$ cat config.mk
export PLATFORM = sky130hd
export DESIGN_NAME = imem_loader
export DESIGN_NICKNAME = d
export VERILOG_FILES = /design/src/rtl/imem_loader.sv
export SDC_FILE = /design/constraint.sdc
export NUM_CORES = 1
export LEC_CHECK = 0
export ABC_AREA = 1
export CORE_MARGIN = 2
export CORE_UTILIZATION = 49
export DETAILED_ROUTE_END_ITERATION = 7
export PLACE_DENSITY = 0.76
export SETUP_SLACK_MARGIN = 0.1
export SYNTH_ARGS = -nofsm -noshare
export SYNTH_HDL_FRONTEND = slang
export SYNTH_SLANG_ARGS = --single-unit
$ cat constraint.sdc
create_clock -name clk -period 2.7 [get_ports clk]
set_input_delay 0.27 -clock clk [delete_from_list [all_inputs] [get_ports clk]]
set_output_delay 0.27 -clock clk [all_outputs]
set_load 0.05 [all_outputs]
$ cat src/rtl/imem_loader.sv
// imem_loader: streams a little-endian byte image into instruction memory and
// holds the core in reset until it is complete. Define IMEM_LOADER_CHECKSUM_EN for the XOR checksum byte.
module imem_loader #(
    parameter int DEPTH  = 64,
    parameter int ADDR_W = 6
) (
    input  logic              clk,
    input  logic              reset,
    input  logic              load_start,
    input  logic              byte_valid,
    input  logic [7:0]        byte_data,
    output logic              byte_ready,
    output logic              mem_we,
    output logic [ADDR_W-1:0] mem_addr,
    output logic [31:0]       mem_wdata,
    output logic              cpu_hold,
    output logic              load_busy,
    output logic              load_done,
    output logic              load_err,
    output logic [ADDR_W:0]   words_written
);

    typedef enum logic [2:0] {
        S_IDLE,
        S_HEADER,
        S_LOAD,
`ifdef IMEM_LOADER_CHECKSUM_EN
        S_CHECK,
`endif
        S_FLUSH,
        S_DONE,
        S_ERROR
    } state_t;

    state_t            state_q, state_d;
    logic [1:0]        lane_q, lane_d;
    logic [7:0]        hdr_lo_q, hdr_lo_d;
    logic [23:0]       word_q, word_d;
    logic [ADDR_W:0]   n_q, n_d;
    logic              mem_we_q, mem_we_d;
    logic [ADDR_W-1:0] mem_addr_q, mem_addr_d;
    logic [31:0]       mem_wdata_q, mem_wdata_d;
    logic [ADDR_W:0]   words_q, words_d;
`ifdef IMEM_LOADER_CHECKSUM_EN
    logic [7:0]        csum_q, csum_d;
`endif

    logic        accept;
    logic        all_written;
    logic [15:0] header_n;
    state_t      after_payload;

    assign accept      = byte_valid && byte_ready;
    assign all_written = (words_q == n_q);
    assign header_n    = {byte_data, hdr_lo_q};

`ifdef IMEM_LOADER_CHECKSUM_EN
    assign after_payload = S_CHECK;
`else
    assign after_payload = S_FLUSH;
`endif

    // In LOAD, ready drops once the final word strobe is showing so no extra byte is taken.
    always_comb begin
        byte_ready = 1'b0;
        case (state_q)
            S_HEADER: byte_ready = 1'b1;
            S_LOAD:   byte_ready = !all_written;
`ifdef IMEM_LOADER_CHECKSUM_EN
            S_CHECK:  byte_ready = 1'b1;
`endif
            default:  byte_ready = 1'b0;
        endcase
    end

    always_comb begin
        state_d     = state_q;
        lane_d      = lane_q;
        hdr_lo_d    = hdr_lo_q;
        word_d      = word_q;
        n_d         = n_q;
        mem_we_d    = 1'b0;
        mem_addr_d  = mem_addr_q;
        mem_wdata_d = mem_wdata_q;
        words_d     = words_q;
`ifdef IMEM_LOADER_CHECKSUM_EN
        csum_d      = csum_q;
`endif

        // Address advances the cycle after each strobe, except after the last word.
        if (mem_we_q && !all_written) begin
            mem_addr_d = mem_addr_q + ADDR_W'(1);
        end

        case (state_q)
            S_IDLE, S_DONE, S_ERROR: begin
                if (load_start) begin
                    state_d    = S_HEADER;
                    lane_d     = 2'd0;
                    words_d    = '0;
                    mem_addr_d = '0;
                    n_d        = '0;
`ifdef IMEM_LOADER_CHECKSUM_EN
                    csum_d     = 8'h00;
`endif
                end
            end
            S_HEADER: begin
                if (accept) begin
                    if (lane_q == 2'd0) begin
                        hdr_lo_d = byte_data;
                        lane_d   = 2'd1;
                    end else begin
                        lane_d = 2'd0;
                        if (header_n == 16'd0) begin
                            state_d = after_payload;
                        end else if (header_n > 16'(DEPTH)) begin
                            state_d = S_ERROR;
                        end else begin
                            state_d = S_LOAD;
                            n_d     = header_n[ADDR_W:0];
                        end
                    end
                end
            end
            S_LOAD: begin
                if (all_written) begin
                    state_d = after_payload;
                end else if (accept) begin
                    lane_d = lane_q + 2'd1;
`ifdef IMEM_LOADER_CHECKSUM_EN
                    csum_d = csum_q ^ byte_data;
`endif
                    case (lane_q)
                        2'd0: word_d[7:0]   = byte_data;
                        2'd1: word_d[15:8]  = byte_data;
                        2'd2: word_d[23:16] = byte_data;
                        default: begin
                            mem_wdata_d = {byte_data, word_q};
                            mem_we_d    = 1'b1;
                            words_d     = words_q + (ADDR_W+1)'(1);
                        end
                    endcase
                end
            end
`ifdef IMEM_LOADER_CHECKSUM_EN
            S_CHECK: begin
                if (accept) begin
                    state_d = (byte_data == csum_q) ? S_FLUSH : S_ERROR;
                end
            end
`endif
            S_FLUSH: state_d = S_DONE;
            default: state_d = S_IDLE;
        endcase
    end

    always_ff @(posedge clk or posedge reset) begin
        if (reset) begin
            state_q     <= S_IDLE;
            lane_q      <= 2'd0;
            hdr_lo_q    <= 8'h00;
            word_q      <= 24'h0;
            n_q         <= '0;
            mem_we_q    <= 1'b0;
            mem_addr_q  <= '0;
            mem_wdata_q <= 32'h0;
            words_q     <= '0;
`ifdef IMEM_LOADER_CHECKSUM_EN
            csum_q      <= 8'h00;
`endif
        end else begin
            state_q     <= state_d;
            lane_q      <= lane_d;
            hdr_lo_q    <= hdr_lo_d;
            word_q      <= word_d;
            n_q         <= n_d;
            mem_we_q    <= mem_we_d;
            mem_addr_q  <= mem_addr_d;
            mem_wdata_q <= mem_wdata_d;
            words_q     <= words_d;
`ifdef IMEM_LOADER_CHECKSUM_EN
            csum_q      <= csum_d;
`endif
        end
    end

    assign mem_we        = mem_we_q;
    assign mem_addr      = mem_addr_q;
    assign mem_wdata     = mem_wdata_q;
    assign words_written = words_q;
    assign load_done     = (state_q == S_DONE);
    assign load_err      = (state_q == S_ERROR);
    assign cpu_hold      = (state_q != S_DONE);
    assign load_busy     = (state_q == S_HEADER) || (state_q == S_LOAD) ||
`ifdef IMEM_LOADER_CHECKSUM_EN
                           (state_q == S_CHECK) ||
`endif
                           (state_q == S_FLUSH);

endmodule
## Word-level counts from Yosys, hierarchy flattened

Cells that the tools add are included.

| word-level totals | value |
|---|---|
| register bits | 90 |

| cells by class | value |
|---|---|
| $add $sub $neg | 3 |
| $lt $le $gt $ge | 1 |
| eq/ne operators | 18 |
| muxes and demuxes | 31 |
| bitwise gates (word level) | 2 |
| reductions and logical operators | 22 |

Operator list:

| kind | count |
|---|---|
| 7-bit two-way mux | 8 |
| 7-bit case mux with 2 select lines | 2 |
| 4-bit AND reduction | 5 |
| 3-bit two-way mux | 6 |
| 6-bit two-way mux | 3 |
| 2-bit inequality test, second input constant | 9 |
| 16-bit by 7-bit > comparator with 1-bit output, second input constant | 1 |
| 16-bit logical NOT | 1 |
| 3-bit case mux with 4 select lines | 1 |
| 5-bit AND reduction | 2 |
| 2-bit two-way mux | 4 |
| 7-bit by 1-bit adder with 7-bit output, second input constant | 1 |
| 7-bit == test | 1 |
| 6-bit by 1-bit adder with 6-bit output, second input constant | 1 |
| 3-bit by 2-bit == test with 1-bit output, second input constant | 2 |
| 3-bit == test, second input constant | 2 |
| 2-bit case mux with 3 select lines | 1 |
| 6-bit AND reduction | 1 |
| 3-bit OR reduction | 2 |
| 1-bit two-way mux | 5 |
| 2-bit nonzero test | 2 |
| 3-bit by 1-bit == test with 1-bit output, second input constant | 1 |
| 3-bit logical NOT | 1 |
| 3-bit inequality test, second input constant | 1 |
| other kinds (11) | 14 |

## Logic depth before layout (Yosys ltp)

Gate-level depths: netlist of the first run.

| logic depth | value |
|---|---|
| word-level depth | 7 |
| mapped depth | 12 |
| depth with buffers taken out | 11 |

## Least setup slack after synthesis of the first run

Ideal clock, no wire load.

| timing | value |
|---|---|
| path type | register -> output |
| start | reg words_q[3], in the netlist words_written[3] |
| end | out byte_ready |
| data arrival time | 2248 ps |
| data required time | 2430 ps |
| setup slack | 182 ps |
| cell stages (with the launch flop) | 7 |
| cell sequence | dfrtp_1 > inv_1 > nand2_1 > nand2_1 > nand3_2 > nor2_8 > o21ai_0 |

| between the ends | value |
|---|---|
| word-level cells in the longest chain between the ends | 3 |

RTL lines:

| item | RTL line | RTL |
|---|---|---|
| from (decl) | 43 | `logic [ADDR_W:0] words_q, words_d;` |
| from (signal assigned) | 181 | `words_q <= words_d;` |
| 7-bit == test | 54 | `assign all_written = (words_q == n_q);` |
| 1-bit logical NOT | 68 | `S_LOAD: byte_ready = !all_written;` |
| 1-bit case mux with 2 select lines | 66 | `case (state_q)` |
| to (decl) | 12 | `output logic byte_ready,` |

Every way passes these cells.

## Worst setup path after layout of the first run

| timing | value |
|---|---|
| start | reg state_q[2] |
| end | out byte_ready |

| between the ends | value |
|---|---|
| word-level cells in the longest chain between the ends | 2 |
| elaborated cells between the ends (all ways) | 3 |

RTL lines:

| item | RTL line | RTL |
|---|---|---|
| from (decl) | 35 | `state_t state_q, state_d;` |
| from (signal assigned) | 173 | `state_q <= state_d;` |
| 3-bit by 2-bit == test with 1-bit output or 3-bit by 1-bit == test with 1-bit output (tied branches) | 66 |  |
| 1-bit case mux with 2 select lines * | 66 |  |

Every way passes the cells marked *; elsewhere a longest branch is shown, timed or not.

==> results.cfg, run 1 <==
[outcome]
run_status = complete, no violations

[sta]
period_minus_slack_ps = 2370
timing.setup.tns_ps = 0
ratio_of_final_minimum_period_to_clock_period_pct = 87.8
max-slew-margin-rel_pct = 63.9
maxClockFrequency_mhz = 422
setup_ws_ps = 330
tightest_slew_ps = 539
maxSlewViolCount = 0
finalSetupViolCount = 0
clock_skews_ps = 12.0
timing.final.hold_violations = 0
grt_setup_unrepaired = no

[critical_path]
worst_r2r_endpoint = mem_wdata[3]
worstSetupPathType = reg -> out
worstSetupStartpoint = state_q[2]
reg2reg_from = words_written[0]
critPathArrivalTime_ps = 2100
crit_path_end_kind = primary output
worst-path-max-fanout = 8
startpoint_type = register
crit_path_max_incr_delay_ps = 560
cp_cell_sequence = inv_2 -> nand2_1 -> nor2_2 -> inv_1 -> o21ai_0 -> dlygate4sd2_1
worst-r2r-setup-slack_ps = 830
setup.worst_path.end = byte_ready
worst_path_max_delay_cell = dlygate4sd2_1
r2r_cells = 10
worst-endpoint-required_ps = 2430

[clock_network]
cts-buffers-inserted = 9
clock_sinks = 90
cts_hold_repair.buffers = 0
tritoncts = built
clk-insertion-delay-late_ps = 360
cts-root-buf = clkbuf_8
clk_buf_depth = 2
worst_setup_hold_path_clk_slew_ps = 90
htree_num_levels = 3

[logic_synthesis]
synth_register_bits = 90
synth_sequential_area_ratio_pct = 53.0
number_of_instances_in_the_synthesized_netlist = 517
mappedNetlistNets = 535
synth_area_sq_um = 4250
synth_area_per_cell_sq_um = 8.22
yosysUniqueCellTypes = 29
yosysWarningCount = 0

[placed_design]
detailedPlace.worstSlack_ps = 457
port-buffer-count = 62
dp.final_hpwl_um = 6540
routability_congestion = 0.859

[die]
die_height_um = 97.2
core_area_sq_um = 8300
floorplan.die.width_um = 97.2
rows = 33
floorplan.initialDensity_pct = 51.2
floorplan.io_pins = 63
fp.dieArea_sq_um = 9440

[drt]
postRouteWirelength_um = 9350
vias_after_detailed_routing = 3457
first_pass_iters = 4
drt-wirelength-per-cell_um = 13.5
drc_marker_count_from_the_first_detailed_route_iteration = 195
route.antenna.remaining_nets = 0
drc_errors = 0
via_per_inst = 4.99

[global_route]
first_global_vias = 3336
grt_pass1_wl_um = 16100
globalRouteTotalUtil_pct = 20.8
pin_count_of_the_biggest_net_entering_global_routing = 59
globalRouteOverflowTotal = 0
number_of_antenna_violations_at_the_first_check_in_global_routing = 0

[power_and_ir_drop]
power_density_nw_per_um2 = 712
p_sw_uw = 1320
seqPwrFrac_pct = 41.2
intPower_uw = 2380
static-leakage-power_uw = 0.00268
vdd.ir_drop.worst_mv = 0.370
pwr-share-comb_pct = 28.1
power.share.clock_pct = 30.7
switching_share_pct = 35.7

[finish]
final_cell_mix = 209 x nand2_1, 90 x dfrtp_1, 61 x clkdlybuf4s50_1
antenna_cells = 0
fill_cells = 707
layout_commonest_cell = nand2_1
multiInputGateArea_sq_um = 1700
seq_area_sq_um = 2250
post_route_cells_drive_above_1_share_pct = 7.65
area_added_between_synthesis_and_finish_pct = 22.3
layout.nets = 601

[flow_run]
cap_viol_max_count = 0

[worst_hold_path]
min_path_type = in -> async
[worst max-delay path, delay by kind of cell (launching register included)]
family / cells / cell delay [ps]
flops: 1 / 420
buf+inv: 3 / 850
simple gates: 2 / 340
compound gates: 1 / 140
[layer usage]
| layer | GRT usage (%) | share of wire, % |
|---|---|---|
| met1 | 29.0 | 47 |
| met2 | 33.4 | 47 |
| met4 | 3.90 | 0.59 |
| met5 | 0 | 0 |
| met3 | 5.11 | 6.0 |
[power groups by stage]
stage / clock network, uW / registers (uW) / logic [uW]
after detailed placement: 0 / 1550 / 1040
after global routing: 1200 / 1540 / 1170
after CTS: 1150 / 1530 / 1050
after global placement: 0 / 1550 / 1020
after floorplan: 0 / 1530 / 797
final: 1140 / 1530 / 1040
[state kept, by name, summed over array words and instances, names as in the netlist]
name	count
hdr_lo_q	8
lane_q	2
mem_addr	6
mem_wdata	32
mem_we	1
n_q	7
state_q	3
word_q	24
words_written	7
[metrics by stage]
stage	total power, uW	utilization (%)	hold slack (ps)	instance area (sq um)	instances
after global placement	2560	59.7	459	4950	677
after detailed placement	2590	59.7	464	4950	677
after global routing	3910	62.7	236	5200	693
after CTS	3720	62.7	211	5200	693
final	3700	62.7	204	5200	693
after floorplan	2330	-	352	4260	517
[cell families after synthesis]
family | synth area share (%)
AND/OR/NAND/NOR | 30.9
flip-flops | 53.0
buffers and inverters | 7.15
AO/OA/AOI/OAI | 6.18
adder cells (fa/ha/maj) | 1.77
XOR/XNOR | 1.03
[synthesized netlist by cell type (all sizes together)]
cell    count  area [sq um]
a21oi       5          25.0
buf        10          91.3
clkbuf      1          3.75
clkinv      1          3.75
dfrtp      90          2250
ha          6          75.1
inv        54           205
nand2     217           863
nand3      29           180
nand4       5          31.3
nor2       43           214
nor3        2          10.0
nor3b       2          15.0
o21ai      46           230
o21bai      1          7.51
xor2        5          43.8
[cell type report]
type | count | share of cell area [%]
clock buffer | 9 | 2.38
sequential | 90 | 43.3
inverter | 55 | 4.09
timing repair buffer | 66 | 12.7
multi-input combinational | 361 | 32.6
clock inverter | 7 | 2.38
tap | 105 | 2.53
[how the worst min path moves through the flow]
stage,startpoint,endpoint,slack [ps],cells past startpoint
after floorplan,load_start,mem_addr[4],350,1
after global placement,word_q[23],mem_wdata[23],460,2
after detailed placement,word_q[11],mem_wdata[11],460,2
after CTS,reset,mem_wdata[21],210,2
after global routing,reset,mem_wdata[21],240,2
final,reset,mem_wdata[21],200,2
[timing repair]
item,in CTS,in global routing
buffers inserted,0,0
endpoints found under the setup margin,1,0
resized for setup,1,0
Power figures use the tool's default switching activity.
==> inputs of run 2 (changes only) <==
--- a/config.mk
+++ b/config.mk
@@ -9,7 +9,7 @@
 export CORE_MARGIN = 2
 export CORE_UTILIZATION = 49
 export DETAILED_ROUTE_END_ITERATION = 7
-export PLACE_DENSITY = 0.76
+export PLACE_DENSITY_LB_ADDON = 0.1
 export SETUP_SLACK_MARGIN = 0.1
 export SYNTH_ARGS = -nofsm -noshare
 export SYNTH_HDL_FRONTEND = slang
==> constraint.sdc (replaced) <==
create_clock -name clk -period 2.7 [get_ports clk]
set_input_delay 0.27 -clock clk [delete_from_list [all_inputs] [get_ports clk]]
set_output_delay 0.27 -clock clk [all_outputs]
set_load 0.01 [all_outputs]
==> run 2 against run 1 <==
Compared with the run above:
- global-route usage increased by 0.32 points
- critical path depth is 3 lower
- critical endpoint unchanged
- via count is 1.2% lower
- core utilization shrank 0.48 points
- clock skew shrank 1.3 ps
- sequential power about the same
- non-clock buffer count increased by 1
==> results.cfg, run 2 (synthesis results as in run 1) <==
[drt]
postRouteWirelength_um = 9250
first_pass_iters = 4
route.antenna.remaining_nets = 0
drc_marker_count_from_the_first_detailed_route_iteration = 176
vias_after_detailed_routing = 3417
drc_errors = 0
drt-wirelength-per-cell_um = 13.3
via_per_inst = 4.92

[power_and_ir_drop]
power_density_nw_per_um2 = 654
intPower_uw = 2150
p_sw_uw = 1220
static-leakage-power_uw = 0.00266
pwr-share-comb_pct = 27.9
seqPwrFrac_pct = 45.2
switching_share_pct = 36.3
vdd.ir_drop.worst_mv = 0.292
power.share.clock_pct = 26.9

[finish]
post_route_cells_drive_above_1_share_pct = 7.81
area_added_between_synthesis_and_finish_pct = 21.4
largest_register_ffs = 32
multiInputGateArea_sq_um = 1700
seq_area_sq_um = 2250
layout_commonest_cell = nand2_1
stdcell_count = 694
finish.instance_area_sq_um = 5160
layout.nets = 602
fill_cells = 739
final_cell_mix = 209 x nand2_1, 90 x dfrtp_1, 62 x clkdlybuf4s50_1
antenna_cells = 0

[critical_path]
crit_path_end_kind = primary output
cp_cell_sequence = nand3_2 -> o21ai_0 -> clkdlybuf4s50_1
worstSetupStartpoint = state_q[1]
startpoint_type = register
reg2reg_from = state_q[1]
crit_path_max_incr_delay_ps = 560
worst-path-max-fanout = 13
worstSetupPathType = reg -> out
cp_top_family = flip-flops
worst_path_max_delay_cell = dfrtp_1
cp_num_buf_inv = 1
critPathArrivalTime_ps = 2110
worst-endpoint-required_ps = 2430
worst-r2r-setup-slack_ps = 700

[global_route]
grt_pass1_wl_um = 16000
pin_count_of_the_biggest_net_entering_global_routing = 42
first_global_vias = 3377
globalRouteOverflowTotal = 0
number_of_antenna_violations_at_the_first_check_in_global_routing = 0
globalRouteTotalUtil_pct = 21.1

[flow_run]
cap_viol_max_count = 0

[sta]
maxSlewViolCount = 0
period_minus_slack_ps = 2380
timing.setup.tns_ps = 0
ratio_of_final_minimum_period_to_clock_period_pct = 88.2
grt_setup_unrepaired = no
finalSetupViolCount = 0
hold_slack_ps = 275
tightest_slew_ps = 502
maxClockFrequency_mhz = 420
timing.final.hold_violations = 0
clock_skews_ps = 10.7
max-slew-margin-rel_pct = 66.5

[placed_design]
dp.final_hpwl_um = 6630
dpl_cell_area_sq_um = 4960
placedCellCount = 678
routability_congestion = 0.885
port-buffer-count = 62

[die]
fp.dieArea_sq_um = 9440
floorplan.die.width_um = 97.2
floorplan.initialDensity_pct = 51.2
floorplan.io_pins = 63
rows = 33
die_height_um = 97.2
core_area_sq_um = 8300

[clock_network]
clk-insertion-delay-late_ps = 370
clock_sinks = 90
cts-buffers-inserted = 9
tritoncts = built
worst_setup_hold_path_clk_slew_ps = 100
htree_num_levels = 3
cts_hold_repair.buffers = 0
cts-root-buf = clkbuf_8
clk_buf_depth = 2

[outcome]
run_status = complete, no violations

[worst_hold_path]
min_path_type = in -> async
==> run 2: cell types whose count changed in the layout (fill, tap and decap cells not counted) <==
cell / previous run / this run
inv_8: 1 / 2
bufinv_16: 3 / 0
clkinv_2: 1 / 0
clkinvlp_4: 1 / 2
nor2_2: 2 / 1
clkinv_4: 0 / 1
clkdlybuf4s50_1: 61 / 62
clkbuf_8: 9 / 10
dlygate4sd2_1: 1 / 0
nor2_4: 2 / 3
buf_4: 3 / 4
==> run 2: worst reg2reg max path, stage by stage (launching register included) <==
cell and delay, ps:
dfrtp_1 560, nand3_2 350, nor2_8 320, nand2_8 210, inv_4 300, nand2_1 120
nand2_1 90
==> run 2: power groups by stage <==
stage | Sequential (uW) | Clock, uW | Combinational [uW]
global route | 1540 | 994 | 1070
detailed placement | 1550 | 0 | 936
global placement | 1550 | 0 | 924
finish | 1520 | 908 | 941
floorplan | 1530 | 0 | 692
CTS | 1520 | 931 | 945
==> run 2: final timing paths <==
| check | to | cells past startpoint |
|---|---|---|
| setup reg to reg | mem_wdata[5] | 6 |
| max in group asynchronous | words_written[0] | 3 |
| min in group clk | mem_addr[4] | 2 |
| setup / recovery | byte_ready | 3 |
| hold reg to reg | mem_wdata[13] | 2 |
| hold / removal | hdr_lo_q[1] | 2 |
==> run 2: cell type report <==
type                            instances  area share (%)
Sequential cell                        90            43.6
Multi-Input combinational cell        361            32.9
Timing Repair Buffer                   67            13.0
Inverter                               55            4.12
Clock buffer                           10            2.67
Tap cell                              105            2.55
Clock inverter                          6            1.09
==> run 2: layer usage <==
| layer | wire length [um] | vias to the layer above | track usage, % |
|---|---|---|---|
| met4 | 161 | 0 | 8.88 |
| li1 | - | 1743 | - |
| met1 | 4260 | 1581 | 27.7 |
| met3 | 485 | 13 | 4.89 |
| met2 | 4340 | 80 | 33.7 |
| met5 | 0 | - | 0 |
==> run 2: repair_timing <==
action,4_1_cts,5_1_grt
endpoints found under the hold margin,0,0
endpoints found under the setup margin,0,1
buffers inserted,0,0
gates resized for setup,0,1
==> run 2: through the flow <==
step	util (%)	worst slack [ps]	total power (uW)
5_1_grt	62.2	154	3600
3_3_place_gp	59.8	736	2470
2_1_floorplan	-	1200	2220
3_5_place_dp	59.8	725	2490
4_1_cts	62.1	301	3400
6_report	62.2	318	3370
